### config.mk
export PLATFORM = sky130hd
export DESIGN_NAME = clk_div_gen_flat
export DESIGN_NICKNAME = d
export VERILOG_FILES = /design/src/rtl/clk_div_gen_if.sv /design/src/rtl/clk_div_gen.sv /design/src/flat_wrapper.sv
export SDC_FILE = /design/constraint.sdc
export NUM_CORES = 1
export LEC_CHECK = 0
export ABC_AREA = 1
export CAP_MARGIN = 0
export CORE_MARGIN = 2
export CORE_UTILIZATION = 40
export CTS_BUF_LIST = sky130_fd_sc_hd__clkbuf_2 sky130_fd_sc_hd__clkbuf_4 sky130_fd_sc_hd__clkbuf_8
export DETAILED_ROUTE_END_ITERATION = 7
export PLACE_DENSITY_LB_ADDON = 0.25
export SLEW_MARGIN = 40
export SYNTH_ARGS = -nofsm -noshare
export SYNTH_HDL_FRONTEND = slang
export SYNTH_SLANG_ARGS = --single-unit
### constraint.sdc
create_clock -name clk_i -period 9.2 [get_ports clk_i]
set_clock_uncertainty 0.2 [all_clocks]
set_input_delay 1.84 -clock clk_i [delete_from_list [all_inputs] [get_ports clk_i]]
set_output_delay 1.84 -clock clk_i [all_outputs]
set_load 0.02 [all_outputs]
### src/rtl/clk_div_gen_if.sv
// Divisor request and divided-clock status bundle between the upstream
// configuration source (master) and the clock divider (slave).
interface clk_div_gen_if #(
    parameter int WIDTH = 8
);
    logic [WIDTH-1:0] div_data_i;
    logic             div_en_i;
    logic             div_clk_o;
    logic             tick_o;
    logic             upd_ack_o;
    logic             pend_o;
    logic [WIDTH-1:0] div_cur_o;

    modport master (
        output div_data_i, div_en_i,
        input  div_clk_o, tick_o, upd_ack_o, pend_o, div_cur_o
    );

    modport slave (
        input  div_data_i, div_en_i,
        output div_clk_o, tick_o, upd_ack_o, pend_o, div_cur_o
    );
endinterface

### src/rtl/clk_div_gen.sv
// Programmable clock divider: registered divided clock plus period tick, with
// divisor updates deferred to a period boundary so no period is truncated.
module clk_div_gen #(
    parameter int WIDTH   = 8,
    parameter int RST_DIV = 1
) (
    input  logic          clk_i,
    input  logic          rst_i,
    clk_div_gen_if.slave  bus
);
    localparam logic [WIDTH-1:0] RST_VAL = WIDTH'(RST_DIV);

    logic [WIDTH-1:0] r_cnt;
    logic [WIDTH-1:0] r_div_cur;
    logic [WIDTH-1:0] r_pend_div;
    logic             r_pend;
    logic             r_started;
    logic             r_div_clk;
    logic             r_tick;
    logic             r_upd_ack;

    logic             w_bnd;
    logic [WIDTH-1:0] w_cnt_nxt;
    logic [WIDTH-1:0] w_div_nxt;
    logic [WIDTH-1:0] w_pend_div_nxt;
    logic             w_pend_nxt;
    logic             w_ack_nxt;
    logic [WIDTH:0]   w_half;
    logic             w_div_clk_nxt;
    logic             w_tick_nxt;

    // The first edge after reset is treated as a boundary so the first period
    // starts cleanly at cnt=0; a stopped divider (N=0) is a boundary every edge.
    assign w_bnd = !r_started || (r_div_cur == '0) || (r_cnt == r_div_cur - 1'b1);

    always_comb begin
        w_cnt_nxt      = r_cnt + 1'b1;
        w_div_nxt      = r_div_cur;
        w_pend_nxt     = r_pend;
        w_pend_div_nxt = r_pend_div;
        w_ack_nxt      = 1'b0;
        if (w_bnd) begin
            w_cnt_nxt = '0;
            if (bus.div_en_i) begin
                // A strobe landing on the boundary wins over any older pending value.
                w_div_nxt  = bus.div_data_i;
                w_pend_nxt = 1'b0;
                w_ack_nxt  = 1'b1;
            end else if (r_pend) begin
                w_div_nxt  = r_pend_div;
                w_pend_nxt = 1'b0;
                w_ack_nxt  = 1'b1;
            end
        end else if (bus.div_en_i) begin
            w_pend_nxt     = 1'b1;
            w_pend_div_nxt = bus.div_data_i;
        end
    end

    // Outputs are computed from next-state so they line up with cnt in each cycle.
    assign w_half        = ({1'b0, w_div_nxt} + {{WIDTH{1'b0}}, 1'b1}) >> 1;
    assign w_div_clk_nxt = ({1'b0, w_cnt_nxt} < w_half);
    assign w_tick_nxt    = (w_div_nxt != '0) && (w_cnt_nxt == w_div_nxt - 1'b1);

    always_ff @(posedge clk_i or posedge rst_i) begin
        if (rst_i) begin
            r_cnt      <= '0;
            r_div_cur  <= RST_VAL;
            r_pend_div <= '0;
            r_pend     <= 1'b0;
            r_started  <= 1'b0;
            r_div_clk  <= 1'b0;
            r_tick     <= 1'b0;
            r_upd_ack  <= 1'b0;
        end else begin
            r_cnt      <= w_cnt_nxt;
            r_div_cur  <= w_div_nxt;
            r_pend_div <= w_pend_div_nxt;
            r_pend     <= w_pend_nxt;
            r_started  <= 1'b1;
            r_div_clk  <= w_div_clk_nxt;
            r_tick     <= w_tick_nxt;
            r_upd_ack  <= w_ack_nxt;
        end
    end

    assign bus.div_clk_o = r_div_clk;
    assign bus.tick_o    = r_tick;
    assign bus.upd_ack_o = r_upd_ack;
    assign bus.pend_o    = r_pend;
    assign bus.div_cur_o = r_div_cur;
endmodule

### src/flat_wrapper.sv
// flat-port wrapper written by rule: the top's interface ports become plain ports
module clk_div_gen_flat 
#(
    parameter int WIDTH   = 8,
    parameter int RST_DIV = 1
)
  (clk_i, rst_i, bus_div_data_i, bus_div_en_i, bus_div_clk_o, bus_tick_o, bus_upd_ack_o, bus_pend_o, bus_div_cur_o);
  clk_div_gen_if #(.WIDTH(WIDTH)) bus_i ();
  input  logic clk_i;
  input  logic rst_i;
  input wire logic [$bits(bus_i.div_data_i)-1:0] bus_div_data_i;
  input wire logic [$bits(bus_i.div_en_i)-1:0] bus_div_en_i;
  output wire logic [$bits(bus_i.div_clk_o)-1:0] bus_div_clk_o;
  output wire logic [$bits(bus_i.tick_o)-1:0] bus_tick_o;
  output wire logic [$bits(bus_i.upd_ack_o)-1:0] bus_upd_ack_o;
  output wire logic [$bits(bus_i.pend_o)-1:0] bus_pend_o;
  output wire logic [$bits(bus_i.div_cur_o)-1:0] bus_div_cur_o;
  assign bus_i.div_data_i = bus_div_data_i;
  assign bus_i.div_en_i = bus_div_en_i;
  assign bus_div_clk_o = bus_i.div_clk_o;
  assign bus_tick_o = bus_i.tick_o;
  assign bus_upd_ack_o = bus_i.upd_ack_o;
  assign bus_pend_o = bus_i.pend_o;
  assign bus_div_cur_o = bus_i.div_cur_o;
  clk_div_gen #(.WIDTH(WIDTH), .RST_DIV(RST_DIV)) u_core (.clk_i(clk_i), .rst_i(rst_i), .bus(bus_i));
endmodule
* Yosys cells after proc, flatten, opt, wreduce, memory -nomap -nowiden
Index checks and enable logic that the tools add are counted.
Operators by class: add/sub/neg operators 4, order comparisons 1, equality and inequality tests 2, mux-type cells 9, bitwise operators 1, reduce and logical (&&, ||, !) cells 8
Operators with widths (number):
- 8-bit 2-to-1 mux | 4
- 8-bit == test | 2
- 8-bit by 1-bit subtractor with 8-bit output (second input constant) | 2
- 8-bit by 1-bit adder with 9-bit output (second input constant) | 1
- 8-bit by 1-bit adder with 8-bit output (second input constant) | 1
- 8-bit logical NOT | 1
- 8-bit less-than comparator | 1
- 8-bit nonzero test | 1
- 1-bit 2-to-1 mux | 5
- 1-bit logical OR | 2
- 2-bit AND reduction | 1
- 2-bit nonzero test | 1
- 1-bit logical AND | 1
- 1-bit logical NOT | 1
- 1-bit inverter | 1
Word-level totals: register bits 29, bits of input ports 11, output and inout bits 12, logic and storage cells 33

* Logic depth before layout (Yosys ltp)
depth after elaboration 7, mapped depth 24, mapped depth without buffers 24

* Worst setup path after synthesis
No wires, ideal clock.
path kind input to register, start input port bus_div_en_i, end register u_core.r_div_clk (netlist: u_core.bus.div_clk_o), setup time 0.126 ns, arrival time 3.616 ns, data required time 8.874 ns, slack 5.258 ns, cell stages on the path 16, path buffers 0, cells stage by stage inv_1 > o211ai_1 > o21ai_0 > nand2_2 > nand2_4 > inv_1 > ha_1 > inv_1 > nor3_1 > nand3_1 > nor2_1 > nand2_1 > ha_1 > nand2_1 > o21ai_0 > a21oi_1
On the way: longest elaborated chain between the ends 4
Ends and longest elaborated chain:
- start: declaration | line flat_wrapper.sv:12 | input wire logic [$bits(bus_i.div_en_i)-1:0] bus_div_en_i;
- 8-bit 2-to-1 mux | line clk_div_gen.sv:44 | if (bus.div_en_i) begin
- 8-bit 2-to-1 mux | line clk_div_gen.sv:42 | if (w_bnd) begin
- 8-bit by 1-bit adder with 9-bit output | line clk_div_gen.sv:61 | assign w_half = ({1'b0, w_div_nxt} + {{WIDTH{1'b0}}, 1'b1}) >> 1;
- 8-bit less-than comparator | line clk_div_gen.sv:62 | assign w_div_clk_nxt = ({1'b0, w_cnt_nxt} < w_half);
- named net u_core.w_div_clk_nxt | line clk_div_gen.sv:29 | logic w_div_clk_nxt;
- end signal: assignment | line clk_div_gen.sv:81 | r_div_clk <= w_div_clk_nxt;
- end: declaration | line clk_div_gen.sv:18 | logic r_div_clk;
The timed path passes the listed nets, and every way through them passes these cells. A chain may end at the register's enable or synchronous reset.

* Final worst setup path
Same ends and word-level chain as after synthesis.

==> flow_summary.yaml <==
critical_path:
  crit_slowest_cell: "clkdlybuf4s50_1"
  startpoint_type: "primary input"
  crit_path_end_kind: "flip-flop"
  critPathLaunch: "bus_div_en_i"
  cp-endpoint: "u_core.bus.div_clk_o"
  r2r_setup_slack_ns: 5.17
  cp_common_cell: "inv_1"
  slowest_delay_ns: 0.55
  crit_chain: "clkdlybuf4s50_1 > inv_1 > o211ai_1 > o21ai_0 > nand2_2 > nand2_4 > inv_1 > ha_1 > inv_1 > nor3_1 > nand3_1 > nor2_1 > nand2_1 > ha_1 > a21oi_1 > o21ai_0 > a21oi_1"
  critPathKind: "primary input to flip-flop"
  crit_arrival_ns: 4.70
  r2r_cells: 23
  r2r-end: "u_core.bus.div_clk_o"
  crit_required_ns: 9.20
  cp_max_fo: 14
  reg2reg_from: "u_core.bus.div_cur_o[0]"
route:
  postRouteAntennaNets: 0
  drc: 0
  routed_wl_mm: 5.47
  vias: 2032
  viasPerCell: 4.91
  initialDrtViolationCount: 109
  avgRoutedWirePerCell_um: 13.2
  first_pass_iters: 4
timing:
  finalMaxSlewViolations: 0
  final-hold-violation-count: 0
  fmax_mhz: 213
  holdWs_ns: 0.294
  setup_tns_ns: 0
  rsz0062_at_grt: "false"
  period_share: 0.511
  setup_viol: 0
  period_minus_slack_ns: 4.70
synthesis:
  syn_avg_cell_area_sq_um: 7.31
  synth_common_cells: "nand2_1 (90), inv_1 (38), dfrtp_1 (28)"
  yosysUniqueCellTypes: 36
  synth-seq-cells: 29
  seq_area_frac_synth: 0.316
  synth_edf_count: 0
  yosys.area.top_type: "dfrtp_1"
  yosys_warnings: 0
  syn-cell-area_sq_um: 2300
  synth_top_area_frac: 0.304
  synth.net_count: 337
  synth_flop_cell: "dfrtp_1"
  netlist_instances: 315
  synthTopCellsByArea: "dfrtp_1 (30%), nand2_1 (15%), inv_1 (6.2%)"
  yosysMostFrequentCell: "nand2_1"
  async_flop_share: 1.00
clock_tree:
  clock_sinks: 29
  root_buffer: "clkbuf_8"
  clock_latency_ns: 0.28
  cts_tree: "yes"
  ctsHtreeMaxLevel: 2
  numCtsBuffers: 5
  cts_setup_buffers: 0
  path_clk_slew_ns: 0.07
  cts-hold-fix-buffers: 0
  cts_max_path_buffers: 2
  cts_resized: 0
global_route:
  grt-ovfl-total: 0
  grt.total_usage: 0.186
  antenna_found_initial: 0
  grt_pass1_wl_mm: 9.07
  grt_max_degree: 30
  grt_pass1_vias: 1971
min_path:
  hp-class: "flip-flop to flip-flop"
cells_and_area:
  final_cells: 414
  fillerInstances: 568
  syn_to_final_growth_pct: 16.6
  nNetsFinal: 363
  insertedDiodeCount: 0
  drive_gt1_frac: 0.140
placement:
  dp.cells: 406
  dp_hpwl_mm: 4.28
  place_congestion: 0.877
  port_buffers: 22
floorplanning:
  io_pins: 23
  dieArea_sq_um: 6380
  row_count: 27
  core_sq_um: 5540
  die_h_um: 79.9
  die_w_um: 79.9
  start_util: 0.416
power:
  finalPower_uw: 404
  p_leak_nw: 1.34
  vdd_drop_max_v: 0.0000992
  p_per_area_nw_per_um2: 150
outcome:
  status: "completed"
run:
  cap_violations: 0
## how the worst min path moves through the flow
stage | start | to | slack, ns | depth (start not counted)
after floorplan | u_core.r_pend_div[5] | u_core.r_pend_div[5] | 0.25 | 2
after global placement | u_core.r_pend_div[6] | u_core.r_pend_div[6] | 0.28 | 2
after detailed placement | u_core.r_pend_div[7] | u_core.r_pend_div[7] | 0.28 | 2
after CTS | u_core.r_pend_div[7] | u_core.r_pend_div[7] | 0.30 | 2
after global routing | u_core.r_pend_div[0] | u_core.r_pend_div[0] | 0.32 | 1
final | u_core.r_pend_div[7] | u_core.r_pend_div[7] | 0.29 | 2
## cells by family after synthesis
kind of cell | share of synthesized area
fa+ha+maj | 0.0597
flops | 0.316
other cells | 0.00163
buf+inv | 0.0847
xor+xnor | 0.0570
mux | 0.0244
compound gates | 0.0913
simple gates | 0.366
## registers in the layout (all words and copies together) (netlist names)
| register | count |
|---|---|
| u_core.r_started | 1 |
| u_core.bus.div_cur_o | 8 |
| u_core.r_cnt | 8 |
| u_core.bus.tick_o | 1 |
| u_core.bus.pend_o | 1 |
| u_core.r_pend_div | 8 |
| u_core.bus.div_clk_o | 1 |
| u_core.bus.upd_ack_o | 1 |
## layer usage
layer  track usage  vias to the layer above  part of all wire
met4        0.0458                        0             0.010
met3        0.0328                        5             0.031
li1              -                     1048                 -
met1         0.248                      948              0.50
met2         0.311                       31              0.46
met5             0                        -                 0
## through the flow
step	setup WS (ns)	util	instance area, sq um
global route	4.14	0.485	2690
CTS	4.51	0.485	2690
detailed placement	4.23	0.467	2590
finish	4.50	0.485	2690
global placement	4.37	0.467	2590
floorplan	5.26	-	2300
## area by class of cell
type                       instances  area (sq um)  area share
clock buffer                       8          97.6      0.0363
inverter                          43           161      0.0601
multi-input combinational        239          1380       0.514
sequential                        29           727       0.271
tap                               72          90.1      0.0336
timing repair buffer              23           228      0.0848
## power breakdown
part	internal, mW	switching [mW]
registers	0.140	0.0133
clock network	0.0668	0.0479
logic	0.0518	0.0838
## worst max-delay path, delay by kind of cell
| family | cells | cell delay [ns] |
|---|---|---|
| AO/OA/AOI/OAI | 5 | 0.63 |
| buffers and inverters | 4 | 0.90 |
| adder cells (fa/ha/maj) | 2 | 0.46 |
| AND/OR/NAND/NOR | 6 | 0.88 |
## cells in the final DEF (no fill, tap or decap), drive strengths merged, types with 3 or more instances in the layout
cell type | synthesis | routed
clkbuf | 2 | 8
xor2 | 11 | 11
nand3 | 26 | 26
clkdlybuf4s50 | 0 | 22
ha | 11 | 11
o21ai | 17 | 17
nand3b | 3 | 3
a21oi | 8 | 8
o211ai | 6 | 6
nand2 | 105 | 105
mux2 | 5 | 5
inv | 43 | 43
dfrtp | 28 | 28
nor2 | 34 | 34
xnor2 | 4 | 4
Power figures use the tool's default switching activity.
==> RTL edit: new RTL, config.mk and constraints unchanged <==
Reset style: synchronous (`rst_i`), changed in one clocked block.
--- a/src/rtl/clk_div_gen.sv
+++ b/src/rtl/clk_div_gen.sv
@@ -63,5 +63,5 @@
     assign w_tick_nxt    = (w_div_nxt != '0) && (w_cnt_nxt == w_div_nxt - 1'b1);
 
-    always_ff @(posedge clk_i or posedge rst_i) begin
+    always_ff @(posedge clk_i) begin
         if (rst_i) begin
             r_cnt      <= '0;
Function: differs if rst_i is asserted again (counterexample within 4 cycles, from zero or initial values and one cycle with rst_i high); with rst_i held inactive, the same outputs for 10 cycles.
==> RTL edit against the unedited design <==
Die area up 4.5%. Highest routed layer unchanged. Sequential cell count unchanged. Utilization down 1.8 points. Cell area up 2.2%. Fmax down 2.5%. Clock power down 8%. Total power up 29%. Synthesized area up 4.7%. Worst setup slack worse by 0.12 ns. Routed wire length up 15%. Sequential share of layout area down 5.9 points. Hold slack worse by 0.032 ns. Final cell count up 14%. Combinational power up 93%.
==> RTL edit: results <==
[yosys]
syn_nets = 399
synth_area_leaders = "dfxtp_1, nand2_1, inv_1"
synthAdderAreaFrac_pct = 5.71
yosysSeqAreaShare_pct = 24.1
yosys-mux-area-fraction_pct = 0
synth_cell_type_count = 32
synth-async-reset-ratio_pct = 0
synthXorXnorAreaFrac_pct = 3.99

[pwr]
p_leak_nw = 1.30
total_power_mw = 0.520
pwr-share-comb_pct = 50.3

[outcome]
status = "complete, no violations"

[route]
met1_length_mm = 3.03
wl_met3_um = 213
dr.pass1.iters = 5
drtIter0Drc = 155
vias = 2370

[final_layout]
inverters = 57
seq_area_um2 = 581
seq-cell-share_pct = 21.2
buffer_area_share_pct = 8.03
fillers = 613
final_cells = 472
buffers = 22
clkCellAreaFrac_pct = 3.15
drive_above_1_share_pct = 10.6

[global_routing]
met1_usage_pct = 27.1
grt_pass1_wl_mm = 10.5
grt_max_degree = 22
use_met3_pct = 3.08
first_global_vias = 2178

[worst_setup_path]
path_max_fanout = 11
path_delay_family = "simple AND/OR/NAND/NOR gates"
max_stage_delay_ns = 0.57
cp_data_arrival_time_ns = 4.85

[placement]
placedCellCount = 464

[die]
dieArea_um2 = 6670
## RTL edit: cell types whose count changed after synthesis, moves of 5 or more
cell and delta:
o211ai_1 -5, nand3_1 +16, inv_1 +17, dfrtp_1 -28, a21oi_1 +6, nor2_1 +17
mux2_2 -5, o221ai_1 +7, dfxtp_1 +29, nand2_1 +8
## RTL edit: worst paths after layout
check,start,to,slack (ns),cells after the start
hold / removal,u_core.r_pend_div[4]$_SDFFE_PP0P_,u_core.r_pend_div[4]$_SDFFE_PP0P_,0.26,2
setup / recovery,bus_div_en_i,u_core.bus.div_clk_o$_SDFF_PP0_,4.38,15
hold reg to reg,u_core.r_pend_div[4]$_SDFFE_PP0P_,u_core.r_pend_div[4]$_SDFFE_PP0P_,0.26,2
setup reg to reg,u_core.bus.div_cur_o[0]$_SDFF_PP1_,u_core.bus.div_clk_o$_SDFF_PP0_,5.18,22
